File: config.mk
export PLATFORM = sky130hd
export DESIGN_NAME = uart_hamming_rx
export DESIGN_NICKNAME = d
export VERILOG_FILES = /design/src/rtl/uart_hamming_rx.sv
export SDC_FILE = /design/constraint.sdc
export NUM_CORES = 1
export LEC_CHECK = 0
export ABC_AREA = 1
export CORE_MARGIN = 4
export CORE_UTILIZATION = 51
export DETAILED_ROUTE_END_ITERATION = 16
export PLACE_DENSITY = 0.75
export SLEW_MARGIN = 20
export SYNTH_ARGS = -nofsm -noshare
export SYNTH_HDL_FRONTEND = slang
export SYNTH_SLANG_ARGS = --single-unit
File: constraint.sdc
create_clock -name clk -period 1.67 [get_ports clk]
set_clock_uncertainty 0.15 [all_clocks]
set_input_delay 0.167 -clock clk [delete_from_list [all_inputs] [get_ports clk]]
set_output_delay 0.167 -clock clk [all_outputs]
set_load 0.005 [all_outputs]
File: src/rtl/uart_hamming_rx.sv
// uart_hamming_rx: UART byte receiver with Hamming(7,4) single-error correction
module uart_hamming_rx #(
   parameter int CLKS_PER_BIT = 16
) (
   input  logic       clk,
   input  logic       rst_n,
   input  logic       rx,
   output logic [3:0] data_out,
   output logic       data_valid,
   output logic [2:0] syndrome,
   output logic       corrected,
   output logic       pad_err,
   output logic       frame_err,
   output logic       rx_busy
);
   localparam int CW = $clog2(CLKS_PER_BIT);
   localparam logic [CW-1:0] HALF = CW'(CLKS_PER_BIT / 2 - 1);
   localparam logic [CW-1:0] LAST = CW'(CLKS_PER_BIT - 1);
   typedef enum logic [2:0] {IDLE, START, DATA, STOP, DECODE, WAIT_IDLE} state_t;
   state_t        state, state_nx;
   logic          rx_m, rx_s;
   logic [CW-1:0] cnt;
   logic [2:0]    bit_idx;
   logic [7:0]    shreg;
   logic [2:0]    syn;
   logic [3:0]    data_fix;
   always_ff @(posedge clk or negedge rst_n) begin
      if (!rst_n) begin
         rx_m <= 1'b1;
         rx_s <= 1'b1;
      end else begin
         rx_m <= rx;
         rx_s <= rx_m;
      end
   end
   always_comb begin
      state_nx = state;
      case (state)
         IDLE:      if (!rx_s) state_nx = START;
         START:     if (cnt == HALF) state_nx = rx_s ? IDLE : DATA;
         DATA:      if (cnt == LAST && bit_idx == 3'd7) state_nx = STOP;
         STOP:      if (cnt == LAST) state_nx = rx_s ? DECODE : WAIT_IDLE;
         DECODE:    state_nx = IDLE;
         WAIT_IDLE: if (rx_s) state_nx = IDLE;
         default:   state_nx = IDLE;
      endcase
   end
   // counter restarts on every transition and on each data-bit boundary
   always_ff @(posedge clk or negedge rst_n) begin
      if (!rst_n) begin
         state   <= IDLE;
         cnt     <= '0;
         bit_idx <= '0;
         shreg   <= '0;
      end else begin
         state   <= state_nx;
         cnt     <= (state_nx != state || state == IDLE || (state == DATA && cnt == LAST)) ? '0 : cnt + CW'(1);
         bit_idx <= (state != DATA) ? 3'd0 : (cnt == LAST) ? bit_idx + 3'd1 : bit_idx;
         if (state == DATA && cnt == LAST)
            shreg <= {rx_s, shreg[7:1]};
      end
   end
   assign syn = {shreg[3] ^ shreg[4] ^ shreg[5] ^ shreg[6],
                 shreg[1] ^ shreg[2] ^ shreg[5] ^ shreg[6],
                 shreg[0] ^ shreg[2] ^ shreg[4] ^ shreg[6]};
   // only data positions matter after correction; parity flips are dropped
   assign data_fix = {shreg[6] ^ (syn == 3'd7), shreg[5] ^ (syn == 3'd6),
                      shreg[4] ^ (syn == 3'd5), shreg[2] ^ (syn == 3'd3)};
   always_ff @(posedge clk or negedge rst_n) begin
      if (!rst_n) begin
         data_out   <= '0;
         syndrome   <= '0;
         corrected  <= 1'b0;
         pad_err    <= 1'b0;
         data_valid <= 1'b0;
         frame_err  <= 1'b0;
      end else begin
         data_valid <= state == DECODE;
         frame_err  <= state == STOP && cnt == LAST && !rx_s;
         if (state == DECODE) begin
            data_out  <= data_fix;
            syndrome  <= syn;
            corrected <= syn != 3'd0;
            pad_err   <= shreg[7];
         end
      end
   end
   assign rx_busy = state != IDLE;
endmodule
# ---- Word level (Yosys, flattened, before mapping)
# Cells that the tools add are included.
dict set report op_classes {
  n_mux 11
  bitwise 13
  addsub 2
  n_reduce_logical 11
  n_eq_ne 14
}
# cell count
set op_table {}
lappend op_table {{3-bit two-way mux} 7}
lappend op_table {{3-bit == test (second input constant)} 6}
lappend op_table {{3-bit case mux with 5 select lines} 1}
lappend op_table {{1-bit bitwise XOR} 13}
lappend op_table {{3-bit by 2-bit == test with 1-bit output (second input constant)} 3}
lappend op_table {{3-bit nonzero test} 2}
lappend op_table {{4-bit by 1-bit adder with 4-bit output (second input constant)} 1}
lappend op_table {{4-bit by 3-bit == test with 1-bit output (second input constant)} 1}
lappend op_table {{4-bit == test (second input constant)} 1}
lappend op_table {{1-bit logical AND} 4}
lappend op_table {{4-bit two-way mux} 1}
lappend op_table {{3-bit by 1-bit adder with 3-bit output (second input constant)} 1}
lappend op_table {{3-bit by 1-bit == test with 1-bit output (second input constant)} 1}
lappend op_table {{3-bit logical NOT} 1}
lappend op_table {{3-bit by 2-bit != test with 1-bit output (second input constant)} 1}
lappend op_table {{3-bit != test} 1}
lappend op_table {{1-bit logical OR} 2}
lappend op_table {{2-bit two-way mux} 1}
lappend op_table {{2-bit nonzero test} 1}
lappend op_table {{1-bit logical NOT} 1}
lappend op_table {{1-bit two-way mux} 1}
dict set report totals {
  output_inout_bits 12
  input_bits 3
  ff_bits 31
  wordCells 63
}

# ---- Longest topological paths before layout
# Gate-level depths: netlist (run 1).
dict set report depth {
  depth_word 8
  depth_mapped 12
  depth_no_buf 11
}

# ---- Worst setup path after synthesis (run 1)
# No wires, ideal clock.
dict set report synth_timing {
  path_kind {register -> register}
  startpoint {register cnt[0]}
  endpoint {register cnt[2]}
  stages_incl_launch_ff 11
  arrival_time_ns 1.328
  path_buffers 0
  setup_ns 0.121
  t_required_ns 1.399
  path_slack_ns 0.071
  path_cell_list {dfrtp_1 > ha_1 > nand2_1 > nor2_2 > nand2_1 > nor2_2 > nor2_2 > nand2_2 > nand2_2 > nand3_4 > nor2_2}
}
dict set report synth_between {
  elab_chain_len 8
  word_cells_on_any_way 13
  classes_between {add/sub (1); eq/ne (3); mux (5); reduce/logical (4)}
}
# element line_no
set synth_lines {}
lappend synth_lines {{start, declared} 22} ;# logic [CW-1:0] cnt;
lappend synth_lines {{start signal, assigned} 57} ;# cnt <= (state_nx != state || state == IDLE || (state == DATA && cnt == LAST)) ? '0 : cnt + CW'(1);
lappend synth_lines {{4-bit == test} {41, 42}}
lappend synth_lines {{1-bit logical AND} 41} ;# DATA: if (cnt == LAST && bit_idx == 3'd7) state_nx = STOP;
lappend synth_lines {{3-bit two-way mux} 41}
lappend synth_lines {{3-bit case mux with 5 select lines (*)} 38} ;# case (state)
lappend synth_lines {{via state_nx[0]} 20} ;# state_t state, state_nx;
lappend synth_lines {{3-bit != test (*)} 57}
lappend synth_lines {{1-bit logical OR (*) (2 in series)} 57}
lappend synth_lines {{4-bit two-way mux (*)} 57}
# The timed path passes the listed nets; every way through them passes the cells marked *.
# A chain may end at the register's enable or synchronous reset.

# ---- Worst setup path after layout (run 1)
dict set report layout_timing {
  startpoint {register state[0]}
  endpoint {register cnt[2]}
}
dict set report layout_between {
  elab_chain_len 6
  word_cells_on_any_way 16
  classes_between {eq/ne (5); mux (7); reduce/logical (4)}
}
# element line_no
set layout_lines {}
lappend layout_lines {{start, declared} 20}
lappend layout_lines {{start signal, assigned} 56} ;# state <= state_nx;
lappend layout_lines {{3-bit == test (tied with other cells)} 38}
lappend layout_lines {{3-bit case mux with 5 select lines (*)} 38}
lappend layout_lines {{via state_nx[0]} 20}
lappend layout_lines {{3-bit != test (*)} 57}
lappend layout_lines {{1-bit logical OR (*) (2 in series)} 57}
lappend layout_lines {{4-bit two-way mux (*)} 57}
# Marks and branches as above.

==> out/qor.yml, run 1 <==
run_status:
  outcome: "finished, final reports clean"
timing:
  fin_crit_ps: 1650
  setup_slack_ps: 18.6
  finalSetupTns_ps: 0
  min_period_over_period_pct: 98.9
  slew_headroom_pct: 74.1
  tightest_slew_ps: 388
  drv_slew: 0
  fmax_mhz: 606
  finalHoldViolCount: 0
  final-setup-viol-count: 0
  rsz0062_at_grt: "true"
cells_and_area:
  final_common_cell: "nand2_1"
  fin_util_pct: 67.3
  area_growth_pct: 25.6
  nets: 245
  n_antenna_cell: 0
  multi_input_area_um2: 792
  final_cell_mix: "nand2_1 (70), dfrtp_1 (23), nand3_1 (19), buf_4 (16)"
  seq_area_um2: 786
  drive_gt1_share_pct: 28.7
  num-fill-cells: 263
place:
  io_buffers: 14
  hpwl_mm: 2.27
  dp_worst_setup_slack_ps: -8.86
  place_congestion: 0.900
die:
  ioPinCount: 15
  initial_core_util_pct: 53.6
  die-area_um2: 4180
  die_height_um: 64.6
  num_rows: 20
  die_w_um: 64.6
  coreArea_um2: 3050
critical_path:
  rr_startpoint: "state[0]"
  worstPathArrival_ps: 1740
  crit_path_max_incr_delay_ps: 400
  critPathSlowestCell: "dfrtp_2"
  critPathBufInv: 1
  rr_worst_depth: 10
  crit_required_ps: 1760
  cp-start-kind: "register"
  path_class: "reg -> reg"
  r2r-end: "cnt[2]"
  r2r_slack_ps: 20
  critPathTopFamily: "simple AND/OR/NAND/NOR gates"
  cp_max_fo: 6
  cp-end-kind: "register"
  path_cells: "buf_4 -> nand2_1 -> nor2_2 -> nand2_2 -> nor2_4 -> nor2_2 -> nand2_2 -> nand2_2 -> nand3_4 -> nor2_2"
synth:
  yosys-top-cells-area: "dfrtp_1 (44%), nand2_1 (17%), nand3_1 (5.8%)"
  yosys_warnings: 0
  synth-seq-cells: 31
  syn-num-nets: 211
  yosysTopAreaCellShare_pct: 44.4
  ys_seq_area_share_pct: 47.6
  syn_area_per_cell_um2: 7.98
  syn_inst: 205
  netlist_area_um2: 1640
  synth_largest_area_cell: "dfrtp_1"
  yosysUniqueCellTypes: 26
detailed_routing:
  dr.pass1.iters: 4
  drc: 0
  vias: 1424
  viasPerCell: 5.01
  wl_mm: 3.39
  dr.first_iter.drc_count: 68
  ant_nets: 0
  wire_per_inst_um: 11.9
clock_tree:
  cts.sinks: 31
  numCtsBuffers: 5
  cts_buffer_depth: 2
  cts_max_level: 2
  root_buffer: "clkbuf_4"
  path_clk_slew_ps: 90
  cts_tree: "built"
  clk_latency_ps: 340
min_path:
  hp-class: "in -> async"
job:
  drv_cap: 0
grt:
  overflow: 0
  grt.total_usage_pct: 17.9
  grt_max_degree: 32
  antenna_found_initial: 0
  grt_pass1_wl_mm: 5.65
  grt_pass1_vias: 1304
pwr:
  power_density_nw_per_um2: 955
  leakagePower_nw: 0.999
  peakVddDrop_uv: 689
## cells by family after synthesis
family / share of synthesized area (%)
flops: 47.6
xor+xnor: 1.61
fa+ha+maj: 2.30
buf+inv: 6.58
simple gates: 35.2
compound gates: 6.73
## routing by layer
metal / vias up / wire length (µm) / GRT usage (%)
met2: 36 / 1520 / 28.1
met3: 13 / 189 / 6.41
met1: 653 / 1570 / 21.9
met4: 0 / 110 / 8.71
met5: - / 0 / 0
li1: 722 / - / -
## power breakdown
| part | switching [mW] | leakage, nW | internal [mW] |
|---|---|---|---|
| clock network | 0.248 | 0.0386 | 0.247 |
| logic | 0.359 | 0.548 | 0.264 |
| registers | 0.0443 | 0.412 | 0.798 |
## worst max-delay path by stage
stage	start	endpoint	slack, ps	depth (start not counted)
after floorplan	cnt[0]	cnt[2]	70	10
after global routing	state[0]	cnt[2]	-70	10
final	state[0]	cnt[2]	20	10
after global placement	cnt[0]	cnt[2]	30	8
after CTS	state[0]	cnt[0]	7	9
after detailed placement	cnt[0]	cnt[0]	-9	8
## what timing repair did
item | CTS | global route
endpoints found under the hold margin | 0 | 0
endpoints found under the setup margin | 5 | 19
hold buffers | 0 | 0
resized for setup | 7 | 16
pin swaps | 0 | 8
setup buffers | 4 | 8
cloned | 0 | 0
## stage by stage
step,std cells,hold slack [ps],power (mW),area (µm²)
finish,284,57.3,1.96,2050
global route,284,57.8,2.07,2050
CTS,276,64.5,1.91,1940
detailed placement,264,199,1.37,1840
global placement,264,195,1.36,1840
floorplan,205,-279,1.26,1640
## synth_stat cells
master,n
nand2_1,76
dfrtp_1,29
nand3_1,19
o21ai_1,13
nor2_1,12
inv_1,10
inv_2,9
nor2_2,7
nand2_2,4
ha_1,3
a21oi_1,2
buf_2,2
buf_6,2
dfstp_2,2
nand3_2,2
nor3_4,2
xnor2_1,2
a21oi_2,1
a31oi_1,1
clkinv_1,1
nand3_4,1
nor2_4,1
o21a_1,1
o21ai_0,1
o31ai_1,1
xor2_1,1
## worst reg2reg max path: stages (launching register included)
cell     delay, ps
dfrtp_2        400
buf_4          160
nand2_1         80
nor2_2         160
nand2_2        110
nor2_4         140
nor2_2          60
nand2_2         80
nand2_2         70
nand3_4         90
nor2_2          40
## state kept, by name, summed over array words and instances, names as in the netlist
register and cells:
bit_idx 3, rx_s 1, data_out 4, data_valid 1, rx_m 1, corrected 1, pad_err 1, cnt 4
syndrome 3, state 3, shreg 8, frame_err 1
## layout make-up
cell class	instances	share of cell area (%)
sequential	31	38.3
tap	44	2.68
inverter	20	3.96
clock buffer	8	3.35
multi-input combinational	150	38.6
timing repair buffer	31	13.2
Power figures use the tool's default switching activity.
==> inputs of run 2 (changes only) <==
ABC_AREA = default   (was 1)
CORE_UTILIZATION = 50   (was 51)
PLACE_DENSITY = 0.74   (was 0.75)
==> run 2 against run 1 <==
Effect of this change:
- the flow now finishes with violations (setup timing)
- highest routed layer unchanged
- cell count is 24% lower
- sequential share of layout area decreased by 1.5 points
- worst setup slack worse by 270 ps
- final area rose by 3.7%
==> out/qor.yml, run 2 <==
cells_and_area:
  num-fill-cells: 190
  nets: 189
  largest_reg_flops: 8
  final_common_cell: "buf_4"
  n_antenna_cell: 0
  area_growth_pct: 44.4
  drive_gt1_share_pct: 40.2
  regMostFlops: "shreg"
  fin_util_pct: 76.5
  top_regs: "shreg (8), cnt (4), data_out (4)"
  final_cell_mix: "buf_4 (27), dfrtp_1 (26), clkdlybuf4s50_1 (13), nand2_1 (12), nor2_1 (9)"
synth:
  yosys.cell_count.top_type: "dfrtp_1"
  yosysTopAreaCellShare_pct: 49.2
  synth_edf_count: 0
  async_flop_share_pct: 100
  netlist_area_um2: 1470
  syn_area_per_cell_um2: 10.8
  yosys_warnings: 0
  yosysUniqueCellTypes: 33
  synth_commonest_cells: "dfrtp_1 (29), nand2_1 (13), nor2_1 (10), xnor2_1 (10)"
  syn-num-nets: 142
  synth_top_flop_cell: "dfrtp_1"
  synth-seq-cells: 31
  syn_inst: 136
  ys_seq_area_share_pct: 52.8
  synth_largest_area_cell: "dfrtp_1"
  yosys-top-cells-area: "dfrtp_1 (49%), mux2_2 (6.1%), xnor2_1 (5.9%)"
detailed_routing:
  ant_nets: 0
  viasPerCell: 5.57
  wl_mm: 3.36
  drc: 0
  dr.first_iter.drc_count: 34
  wire_per_inst_um: 15.6
  vias: 1197
  dr.pass1.iters: 4
die:
  die_height_um: 62.3
  die-area_um2: 3880
  num_rows: 19
  ioPinCount: 15
  initial_core_util_pct: 53.0
  die_w_um: 62.3
  coreArea_um2: 2780
critical_path:
  cp-start-kind: "register"
  cp_max_fo: 3
  worstPathArrival_ps: 2040
  path_class: "reg -> reg"
  rr_worst_depth: 4
  cp-end-kind: "register"
  r2r_slack_ps: -260
  rr_startpoint: "shreg[3]"
  r2r-end: "data_out[0]"
  crit_required_ps: 1780
pwr:
  leakagePower_nw: 0.956
  peakVddDrop_uv: 959
  power_density_nw_per_um2: 1030
  power_mw: 2.20
grt:
  grt-busiest-layer: "met2"
  antenna_found_initial: 0
  grt.total_usage_pct: 17.0
  grt_max_degree: 32
  overflow: 0
  grt_pass1_vias: 1190
  grt_use_met3_pct: 6.31
  grt_pass1_wl_mm: 5.24
  gr-usage-met1_pct: 20.2
  gr-usage-met2_pct: 27.3
timing:
  finalHoldViolCount: 0
  min_period_over_period_pct: 115
  drv_slew: 0
  rsz0062_at_grt: "true"
  tightest_slew_ps: 379
  final-setup-viol-count: 4
  setup_slack_ps: -255
  fin_crit_ps: 1930
  fmax_mhz: 519
  slew_headroom_pct: 74.7
place:
  hpwl_mm: 2.29
  io_buffers: 14
  place_congestion: 0.942
  dp_worst_setup_slack_ps: -232
clock_tree:
  cts.sinks: 31
  cts_tree: "built"
  cts_buffer_depth: 2
  root_buffer: "clkbuf_4"
  cts_max_level: 2
  clk_latency_ps: 330
  numCtsBuffers: 5
  path_clk_slew_ps: 100
  hold_buffers: 0
job:
  drv_cap: 0
run_status:
  outcome: "finished with violations"
  violations: "setup timing"
min_path:
  hp-class: "in -> async"
[run 2: cell count changes in the layout (fill, tap and decap cells not counted), moves of 7 or more]
cell	before	now
inv_2	7	0
nand3_1	19	1
o21ai_1	13	0
inv_1	10	3
nand2_1	70	12
nand2_2	10	0
buf_4	16	27
[run 2: layout make-up]
cell class	instances	area, µm²	share of cell area [%]
Clock buffer	7	45.0	2.12
Sequential cell	31	782	36.7
Timing Repair Buffer	46	403	18.9
Tap cell	31	38.8	1.82
Inverter	4	17.5	0.823
Multi-Input combinational cell	95	837	39.3
Clock inverter	1	5.00	0.235
[run 2: metrics by stage]
stage | instance area [µm²] | cells | TNS, ps | hold WS (ps)
2_1_floorplan | 1560 | 136 | -801 | -279
5_1_grt | 2130 | 215 | -1080 | 67.5
6_report | 2130 | 215 | -769 | 72.9
3_5_place_dp | 1900 | 202 | -1520 | 199
4_1_cts | 1990 | 212 | -737 | 79.6
3_3_place_gp | 1900 | 202 | -1010 | 196
[run 2: logic make-up after synthesis]
logic type	synth area share (%)
AO/OA/AOI/OAI	11.0
XOR/XNOR	9.85
adder cells (fa/ha/maj)	2.55
buffers and inverters	2.63
flip-flops	52.8
multiplexers	6.79
AND/OR/NAND/NOR	14.3
[run 2: how the worst max path moves through the flow]
stage                        start     endpoint  slack [ps]
after CTS                 shreg[4]  data_out[0]        -230
after global routing      shreg[3]  data_out[1]        -300
after floorplan           shreg[5]  data_out[1]        -210
final                     shreg[3]  data_out[0]        -260
after global placement    shreg[3]  data_out[1]        -180
after detailed placement  shreg[5]  data_out[2]        -230
[run 2: what timing repair did]
action,4_1_cts,5_1_grt
buffers inserted,2,3
pin swaps,5,12
endpoints found under the setup margin,15,20
resized for setup,10,19
[run 2: worst max-delay path, stage by stage (launching register included)]
cell     delay (ps)
dfrtp_1         370
xnor3_2         490
xnor2_2         170
or4_1           540
a31oi_1         140
[run 2: metal layers]
layer / wire length (µm) / up-vias
met2: 1710 / 37
li1: - / 577
met5: 0 / -
met3: 188 / 8
met4: 67 / 0
met1: 1400 / 575
[run 2: power breakdown]
part	switching [mW]	total [mW]	internal [mW]
registers	0.0975	0.962	0.864
clock network	0.250	0.414	0.164
logic	0.392	0.827	0.435
